[src/rtl/rob_pkg.sv]
// Shared types for the reorder buffer: default widths, the per-entry record and the tag type.
package rob_pkg;

    localparam int PREG_W = 6;
    localparam int TAG_W  = 6;

    typedef logic [TAG_W-1:0] rob_tag_t;

    typedef struct packed {
        logic              valid;
        logic              done;
        logic              mispredict;
        logic              rd_alloc;
        logic              is_branch;
        logic [PREG_W-1:0] rd_old_p;
        logic [PREG_W-1:0] rd_new_p;
    } rob_entry_t;

endpackage

[src/rtl/rob.sv]
// Reorder buffer: in-order allocate, out-of-order complete, in-order retire with mispredict recovery.
// Define ROB_PERF_EN to add the commit/flush performance counters.
module rob #(
    parameter int N_ENTRIES = 64,
    parameter int N_PHYS    = 64,
    parameter int TAG_W     = $clog2(N_ENTRIES)
) (
    input  logic                      clk,
    input  logic                      rst_n,
    input  logic                      alloc_valid_i,
    output logic                      alloc_ready_o,
    input  logic                      alloc_rd_alloc_i,
    input  logic [$clog2(N_PHYS)-1:0] alloc_rd_old_p_i,
    input  logic [$clog2(N_PHYS)-1:0] alloc_rd_new_p_i,
    input  logic                      alloc_is_branch_i,
    output logic [TAG_W-1:0]          alloc_tag_o,
    input  logic                      cmpl_valid_i,
    input  logic [TAG_W-1:0]          cmpl_tag_i,
    input  logic                      cmpl_mispredict_i,
    output logic                      commit_free_valid_o,
    output logic [$clog2(N_PHYS)-1:0] commit_free_preg_o,
    output logic                      recover_o,
    output logic [TAG_W-1:0]          head_tag_o,
`ifdef ROB_PERF_EN
    output logic [31:0]               perf_commit_cnt_o,
    output logic [31:0]               perf_flush_cnt_o,
`endif
    output logic                      empty_o
);

    import rob_pkg::*;

    localparam int              PW   = $clog2(N_PHYS);
    localparam logic [TAG_W:0]  FULL = (TAG_W+1)'(N_ENTRIES);

    rob_entry_t [N_ENTRIES-1:0] entries_q;
    logic [TAG_W-1:0]           head_q, head_d;
    logic [TAG_W-1:0]           tail_q, tail_d;
    logic [TAG_W:0]             count_q, count_d;
    logic                       commit;
    logic                       do_alloc;
    rob_entry_t                 head_entry;

    assign head_entry          = entries_q[head_q];
    assign commit              = head_entry.valid && head_entry.done;
    assign recover_o           = commit && head_entry.mispredict;
    assign commit_free_valid_o = commit && head_entry.rd_alloc;
    assign commit_free_preg_o  = commit_free_valid_o ? PW'(head_entry.rd_old_p) : '0;
    assign alloc_ready_o       = (count_q != FULL) && !recover_o;
    assign do_alloc            = alloc_valid_i && alloc_ready_o;
    assign alloc_tag_o         = tail_q;
    assign head_tag_o          = head_q;
    assign empty_o             = (count_q == '0);

    // A retiring mispredict collapses the window to just past the branch.
    always_comb begin
        head_d  = head_q;
        tail_d  = tail_q;
        count_d = count_q;
        if (recover_o) begin
            head_d  = head_q + TAG_W'(1);
            tail_d  = head_q + TAG_W'(1);
            count_d = '0;
        end else begin
            if (commit)   head_d = head_q + TAG_W'(1);
            if (do_alloc) tail_d = tail_q + TAG_W'(1);
            if (do_alloc && !commit)      count_d = count_q + (TAG_W+1)'(1);
            else if (!do_alloc && commit) count_d = count_q - (TAG_W+1)'(1);
        end
    end

    always_ff @(posedge clk or negedge rst_n) begin
        if (!rst_n) begin
            entries_q <= '0;
            head_q    <= '0;
            tail_q    <= '0;
            count_q   <= '0;
        end else begin
            head_q  <= head_d;
            tail_q  <= tail_d;
            count_q <= count_d;
            if (recover_o) begin
                for (int i = 0; i < N_ENTRIES; i++) begin
                    entries_q[i].valid <= 1'b0;
                end
            end else begin
                if (cmpl_valid_i && entries_q[cmpl_tag_i].valid) begin
                    entries_q[cmpl_tag_i].done       <= 1'b1;
                    entries_q[cmpl_tag_i].mispredict <= cmpl_mispredict_i
                                                        && entries_q[cmpl_tag_i].is_branch;
                end
                if (commit) begin
                    entries_q[head_q].valid <= 1'b0;
                end
                // Full blocks allocation, so tail never aliases the retiring head here.
                if (do_alloc) begin
                    entries_q[tail_q].valid      <= 1'b1;
                    entries_q[tail_q].done       <= 1'b0;
                    entries_q[tail_q].mispredict <= 1'b0;
                    entries_q[tail_q].rd_alloc   <= alloc_rd_alloc_i;
                    entries_q[tail_q].is_branch  <= alloc_is_branch_i;
                    entries_q[tail_q].rd_old_p   <= PREG_W'(alloc_rd_old_p_i);
                    entries_q[tail_q].rd_new_p   <= PREG_W'(alloc_rd_new_p_i);
                end
            end
        end
    end

`ifdef ROB_PERF_EN
    logic [31:0] perf_commit_q;
    logic [31:0] perf_flush_q;

    always_ff @(posedge clk or negedge rst_n) begin
        if (!rst_n) begin
            perf_commit_q <= '0;
            perf_flush_q  <= '0;
        end else begin
            if (commit)    perf_commit_q <= perf_commit_q + 32'd1;
            if (recover_o) perf_flush_q  <= perf_flush_q + 32'd1;
        end
    end

    assign perf_commit_cnt_o = perf_commit_q;
    assign perf_flush_cnt_o  = perf_flush_q;
`endif

endmodule

[config.mk]
export PLATFORM = sky130hd
export DESIGN_NAME = rob
export DESIGN_NICKNAME = d
export VERILOG_FILES = /design/src/rtl/rob_pkg.sv /design/src/rtl/rob.sv
export SDC_FILE = /design/constraint.sdc
export NUM_CORES = 1
export LEC_CHECK = 0
export ABC_AREA = 1
export BUFFER_PORTS_ARGS = -buffer_cell sky130_fd_sc_hd__buf_2
export CAP_MARGIN = 20
export CORE_MARGIN = 2
export CORE_UTILIZATION = 25
export DETAILED_ROUTE_END_ITERATION = 10
export SYNTH_ARGS = -nofsm -noshare
export SYNTH_HDL_FRONTEND = slang
export SYNTH_SLANG_ARGS = --single-unit
[constraint.sdc]
create_clock -name clk -period 5.12 [get_ports clk]
set_input_delay 0.768 -clock clk [delete_from_list [all_inputs] [get_ports clk]]
set_output_delay 0.768 -clock clk [all_outputs]
set_load 0.1 [all_outputs]
==> flow_summary_export.csv, run 1 <==
group,metric,value,unit
die,start_util,25.1,%
power_and_ir_drop,intPower,12600,uW
logic_synthesis,yosysSeqAreaShare,50.9,%
sta,finalCritPeriodShare,98.9,%
grt,grt-ovfl-total,0,
power_and_ir_drop,p_switching,9130,uW
die,row_count,138,
finish,fill_cells,15100,
clock_tree,clk_latency,0.66,ns
logic_synthesis,netlist_area,35500,sq um
finish,seq_area,18100,sq um
clock_tree,cts_setup_buffers,0,
sta,hold_viol,0,
critical_path,cp_max_fo,28,
logic_synthesis,avgSynthCellArea,7.71,sq um
clock_tree,cts_sinks,723,
sta,tightest_slew,1.06,ns
routing,dr_total_vias,32700,
critical_path,worstSetupPathType,"reg -> out",
power_and_ir_drop,sw_frac_of_total,42.0,%
routing,antenna_left,0,
critical_path,crit_family,"buffers and inverters",
die,io_pins,47,
routing,via_per_inst,4.96,
logic_synthesis,ys_types,45,
logic_synthesis,yosysTopAreaCell,"dfrtp_1",
logic_synthesis,synth-seq-cells,723,
clock_tree,cts_hold_buf,0,
routing,routed_wl,136,mm
placed_design,gp_congestion,0.961,
power_and_ir_drop,peakVddDrop,0.000645,V
power_and_ir_drop,power.density,528,nW/um^2
clock_tree,cts_buffer_depth,3,
critical_path,max_stage_delay,0.64,ns
status,outcome,"finished, final reports clean",
power_and_ir_drop,comb_power_share,38.4,%
sta,whs,0.157,ns
sta,slew_headroom,29.2,%
finish,final_common_cell,"nand2_1",
sta,clock.fmax,198,MHz
critical_path,cpMaxStageDelayCell,"o41ai_1",
finish,area_growth_syn_to_layout,15.7,%
logic_synthesis,synthFlopType,"dfrtp_1",
critical_path,arrival,4.29,ns
finish,drive_gt1_share,9.23,%
placed_design,hpwl,91.6,mm
clock_tree,htree_levels,3,
critical_path,crit_path_end_kind,"output port",
sta,period_minus_slack,5.06,ns
critical_path,r2r_slack,0.74,ns
clock_tree,cts_resized,7,
logic_synthesis,synth-edff-count,0,
finish,final_cell_mix,"nand2_1 (1667), dfrtp_1 (720), o21ai_0 (487)",
clock_tree,root_buffer,"clkbuf_16",
logic_synthesis,ys_warn_count,0,
sta,setup_viol_count_final,0,
power_and_ir_drop,leakagePower,0.0204,uW
die,die_h,381,um
finish,final_cells,6594,
grt,grt_start_max_net_pins,119,
sta,tns,0,ns
routing,drt_iter0_drc,3894,
sta,clock_skew,0.0260,ns
power_and_ir_drop,power_frac_seq,34.0,%
clock_tree,cts_buffers,81,
critical_path,critPathLaunchType,"flip-flop",
routing,first_pass_iters,6,
routing,wire_per_inst,20.6,um
clock_tree,path_clk_slew,0.06,ns
logic_synthesis,synth_top_area_share,50.9,%
logic_synthesis,syn_inst,4612,
grt,grt_pass1_wl,202,mm
logic_synthesis,synthArstFlopShare,100,%
finish,multi_input_area,14400,sq um
sta,finalMaxSlewViolations,0,
routing,drcViolationCount,0,
logic_synthesis,syn_nets,4646,
grt,antenna_found_initial,7,
grt,grt_pass1_vias,30900,
sta,rsz0062_at_grt,"no",
die,die_area,145000,sq um
die,die_w,381,um
critical_path,critPathRequiredTime,4.35,ns
placed_design,io_buffers,40,
die,core_area,141000,sq um
clock_tree,cts_tree,"done",
job,cap_violations,0,
critical_path,critical_path_buf_inv_count,4,
grt,track_usage,18.3,%
worst_hold_path,hold_path.class,"in -> async",
placed_design,place_inst,6452,
power_and_ir_drop,clkPwrFrac,27.6,%
critical_path,path_cells,"inv_2 > nor2_2 > buf_4 > nand2_2 > buf_4 > o22ai_1 > o41ai_1 > nand2_1 > nor2_1 > nand2_1 > nor2_1 > buf_12",
finish,nets,4680,
logic_synthesis,synth_area_leaders,"dfrtp_1 (51%), nand2_1 (18%), o21ai_0 (6.9%)",
[Yosys cell counts (3+ instances only)]
cell      instances
nand2_1        1672
dfrtp_1         723
o21ai_0         487
inv_1           473
nor2_1          252
o22ai_1         183
nand3_1         163
clkbuf_1        125
o21ai_1         117
buf_2            51
o41ai_1          41
a21oi_1          40
buf_4            40
nor2_2           30
nor3_1           30
inv_2            24
o211ai_1         23
nand3_2          14
o221ai_1         14
buf_1            12
nand3_4          11
nor2_4           10
clkinv_1          9
buf_6             8
ha_1              8
a22oi_1           6
nor3_2            6
xor2_1            6
nand4_1           4
o31ai_1           4
nand2_2           3
or2_2             3
xnor2_1           3
[kinds of logic (layout without fill, tap and decap cells)]
kind of cell / count (synthesis) / in the layout / synth area share, %
AOI/OAI and AO/OA: 921 / 921 / 14.5
xor gates and xnor gates: 9 / 9 / 0.222
adders and majority gates: 9 / 9 / 0.338
buffers and inverters: 746 / 834 / 8.73
DFF: 723 / 723 / 50.9
other: 0 / 4 / 0
and+or+nand+nor: 2204 / 2204 / 25.3
[path summary, 6_finish.rpt]
check	from	to	cells after the start
max	head_tag_o[2]$_DFFE_PN0P_	commit_free_preg_o[5]	12
min	rst_n	entries_q[796]$_DFFE_PN0P_	1
max reg2reg	head_tag_o[0]$_DFFE_PN0P_	entries_q[437]$_DFFE_PN0P_	19
min reg2reg	entries_q[895]$_DFFE_PN0P_	entries_q[895]$_DFFE_PN0P_	2
max in group asynchronous	rst_n	entries_q[163]$_DFFE_PN0P_	2
min in group clk	entries_q[895]$_DFFE_PN0P_	entries_q[895]$_DFFE_PN0P_	2
[through the flow]
step                      setup slack (ns)  util [%]  instance area [sq um]  total power [uW]
after CTS                           0.0294      29.1                  41100             21600
after global placement               0.524      27.1                  38400             15500
after global routing               0.00564      29.1                  41100             22800
after detailed placement             0.502      27.2                  38400             15600
after floorplan                      0.148         -                  35500             12500
final                               0.0578      29.1                  41100             21700
[worst reg2reg max path, stage by stage (launching register included)]
cell and delay, ns:
dfrtp_4 0.63, buf_12 0.33, buf_4 0.38, nand2_1 0.10, nand3_1 0.09, nand2_1 0.06
o21ai_0 0.25, nand2_1 0.11, nor2_1 0.15, nand2_1 0.09, nand2_2 0.15, buf_4 0.21
nor2_4 0.08, nor2_8 0.14, nand2_4 0.07, buf_12 0.23, nor2_8 0.35, clkinv_1 0.55
nand2_1 0.21, nand2_1 0.07
[power groups by stage]
| stage | clock, uW | sequential (uW) | combinational (uW) |
|---|---|---|---|
| 6_report | 5990 | 7390 | 8350 |
| 3_5_place_dp | 0 | 7460 | 8140 |
| 4_1_cts | 6030 | 7370 | 8180 |
| 3_3_place_gp | 0 | 7430 | 8100 |
| 2_1_floorplan | 0 | 7470 | 5030 |
| 5_1_grt | 6280 | 7500 | 9010 |
[state kept, by name (all words and copies together), names as in the netlist]
| name | cells |
|---|---|
| alloc_tag_o | 6 |
| count_q | 7 |
| entries_q | 704 |
| head_tag_o | 6 |
[metal layers]
metal / vias to the layer above / wire [um] / GRT usage [%]
li1: 14900 / - / -
met1: 15900 / 57400 / 25.5
met2: 1669 / 58000 / 27.2
met3: 316 / 14300 / 4.29
met4: 6 / 5900 / 7.62
met5: - / 33 / 0
[cell type report]
type | count | area share, %
flip-flops and latches | 723 | 44.0
inverters | 507 | 4.65
clock inverters | 27 | 0.922
diodes | 4 | 0.0243
multi-input cells | 3143 | 35.1
well taps | 1890 | 5.75
repair buffers | 190 | 4.04
clock buffers | 110 | 5.54
Note: power is estimated with default switching activity, not from simulation.
==> run 2: changes to the inputs <==
--- a/constraint.sdc
+++ b/constraint.sdc
@@ -3,2 +3,2 @@
 set_output_delay 0.768 -clock clk [all_outputs]
-set_load 0.1 [all_outputs]
+set_load 0.05 [all_outputs]
==> run 2 against run 1 <==
Against the previous run: sequential share of layout area grew 0.075 points; clock skew grew 0.031 ns; first-iteration DRC count shrank 4.1%; count of clock-buffer cells in the layout grew 11; via count shrank 0.20%; register-to-register slack gained 0.02 ns; critical endpoint is now commit_free_preg_o[2].
==> flow_summary_export.csv, run 2 (synthesis results as in run 1) <==
group,metric,value,unit
power_and_ir_drop,p_switching,8860,uW
grt,grt-ovfl-total,0,
sta,clock_skew,0.0567,ns
grt,grt_pass1_vias,30700,
sta,setup_viol_count_final,0,
die,io_pins,47,
sta,hold_viol,0,
finish,final_cell_mix,"nand2_1 (1666), dfrtp_1 (721), o21ai_0 (487)",
sta,clock.fmax,197,MHz
finish,final_common_cell,"nand2_1",
critical_path,r2r_slack,0.76,ns
routing,drcViolationCount,0,
critical_path,critPathCapture,"commit_free_preg_o[2]",
clock_tree,root_buffer,"clkbuf_16",
power_and_ir_drop,intPower,12500,uW
clock_tree,cts_hold_buf,0,
die,row_count,138,
placed_design,hpwl,92.5,mm
grt,track_usage,18.4,%
finish,drive_gt1_share,8.87,%
clock_tree,cts_buffer_depth,3,
die,die_area,145000,sq um
sta,tightest_slew,1.20,ns
finish,nets,4664,
critical_path,critPathLaunchType,"flip-flop",
power_and_ir_drop,clkPwrFrac,27.8,%
routing,via_per_inst,4.96,
die,core_area,141000,sq um
power_and_ir_drop,peakVddDrop,0.000322,V
power_and_ir_drop,p_total,21400,uW
power_and_ir_drop,sw_frac_of_total,41.4,%
critical_path,reg2reg_to,"count_q[5]$_DFFE_PN0P_",
critical_path,crit_path_end_kind,"output port",
clock_tree,cts_sinks,723,
status,outcome,"finished, final reports clean",
clock_tree,cts_buffers,81,
routing,wire_per_inst,20.7,um
grt,grt_start_max_net_pins,141,
sta,period_minus_slack,5.09,ns
routing,antenna_left,0,
sta,finalMaxSlewViolations,0,
critical_path,max_stage_delay,0.85,ns
sta,rsz0062_at_grt,"no",
placed_design,gp_congestion,0.940,
power_and_ir_drop,leakagePower,0.0203,uW
sta,tns,0,ns
power_and_ir_drop,power.density,521,nW/um^2
critical_path,r2r-start,"head_tag_o[0]$_DFFE_PN0P_",
critical_path,cpMaxStageDelayCell,"o41ai_1",
routing,routed_wl,136,mm
job,cap_violations,0,
grt,antenna_found_initial,4,
critical_path,crit_family,"buffers and inverters",
critical_path,path_cells,"buf_12 > nor2_1 > buf_4 > inv_2 > buf_12 > o22ai_1 > o41ai_1 > nand2_1 > nor2_1 > nand2_1 > nor2_1 > buf_12",
routing,drt_iter0_drc,3733,
routing,first_pass_iters,5,
finish,top_register,"entries_q",
critical_path,arrival,4.32,ns
placed_design,io_buffers,40,
clock_tree,path_clk_slew,0.06,ns
finish,largestRegisters,"entries_q (704), count_q (7)",
critical_path,startpoint,"head_tag_o[0]$_DFFE_PN0P_",
clock_tree,clk_latency,0.67,ns
clock_tree,htree_levels,3,
sta,finalCritPeriodShare,99.3,%
critical_path,critPathRequiredTime,4.35,ns
critical_path,critical_path_buf_inv_count,5,
die,die_w,381,um
grt,grt_pass1_wl,203,mm
finish,fill_cells,15200,
die,start_util,25.1,%
clock_tree,cts_tree,"done",
critical_path,cp_max_fo,65,
finish,area_growth_syn_to_layout,15.5,%
power_and_ir_drop,comb_power_share,37.8,%
routing,dr_total_vias,32600,
worst_hold_path,hold_path.class,"in -> async",
finish,largest_reg_flops,704,
critical_path,worstSetupPathType,"reg -> out",
power_and_ir_drop,power_frac_seq,34.4,%
critical_path,cp.depth,12,
critical_path,reg2regPathDepth,20,
sta,slew_headroom,20.1,%
die,die_h,381,um
==> run 2: area by class of cell <==
type	count	area [sq um]	share of cell area, %
sequential	723	18100	44.1
multi-input combinational	3143	14400	35.1
tap	1890	2360	5.76
clock buffer	121	2350	5.72
inverter	507	1910	4.65
timing repair buffer	174	1580	3.85
clock inverter	22	333	0.810
antenna	1	2.50	0.00609
==> run 2: power groups by stage <==
stage | combinational (uW) | clock (uW) | sequential (uW)
after floorplan | 4880 | 0 | 7340
after global placement | 7810 | 0 | 7400
after detailed placement | 7870 | 0 | 7420
after CTS | 7910 | 6020 | 7340
after global routing | 8700 | 6270 | 7470
final | 8090 | 5950 | 7350
==> run 2: how the worst min path moves through the flow <==
stage	startpoint	endpoint	slack (ns)	depth (start not counted)
after global placement	entries_q[61]$_DFFE_PN0P_	entries_q[61]$_DFFE_PN0P_	0.45	2
after floorplan	entries_q[125]$_DFFE_PN0P_	entries_q[125]$_DFFE_PN0P_	0.44	2
after CTS	rst_n	entries_q[797]$_DFFE_PN0P_	0.14	1
after detailed placement	entries_q[61]$_DFFE_PN0P_	entries_q[61]$_DFFE_PN0P_	0.45	2
final	rst_n	entries_q[797]$_DFFE_PN0P_	0.09	1
after global routing	rst_n	entries_q[797]$_DFFE_PN0P_	0.13	1
==> run 2: layer usage <==
metal | wire [um] | global-route usage, %
met1 | 59300 | 26.2
met2 | 58100 | 27.4
met3 | 13100 | 3.40
met4 | 5630 | 7.44
met5 | 34 | 0
==> run 2: worst register-to-register path, cell delays in order (launching register included) <==
cell and delay (ns):
dfrtp_4 0.50, inv_4 0.33, buf_4 0.34, nand2_1 0.07, nand3_1 0.08, nand2_1 0.08, o21ai_0 0.38, nand2_1 0.10
nor2_1 0.16, nand2_1 0.10, nand2_2 0.32, nand4_1 0.36, ha_1 0.44, a211oi_1 0.35, nor2_1 0.09, o21ai_0 0.16
nand2_1 0.09, xnor2_1 0.14, nor2_1 0.06, nand2_1 0.07, nand2_1 0.05
==> run 2: repair_timing <==
| item | 4_1_cts | 5_1_grt |
|---|---|---|
| setup buffers | 0 | 0 |
| gates resized for setup | 4 | 5 |
| setup endpoints to repair | 6 | 7 |
==> run 2: per-stage QoR <==
| step | cells | area, sq um | util, % | setup WS [ns] | hold slack [ns] |
|---|---|---|---|---|---|
| after floorplan | 4612 | 35500 | - | 1.11 | 0.437 |
| after global placement | 6434 | 38300 | 27.0 | 0.454 | 0.448 |
| after detailed placement | 6436 | 38300 | 27.1 | 0.564 | 0.454 |
| after CTS | 6579 | 41000 | 29.0 | 0.0210 | 0.143 |
| after global routing | 6580 | 41100 | 29.0 | 0.0304 | 0.131 |
| final | 6581 | 41100 | 29.0 | 0.0334 | 0.0861 |
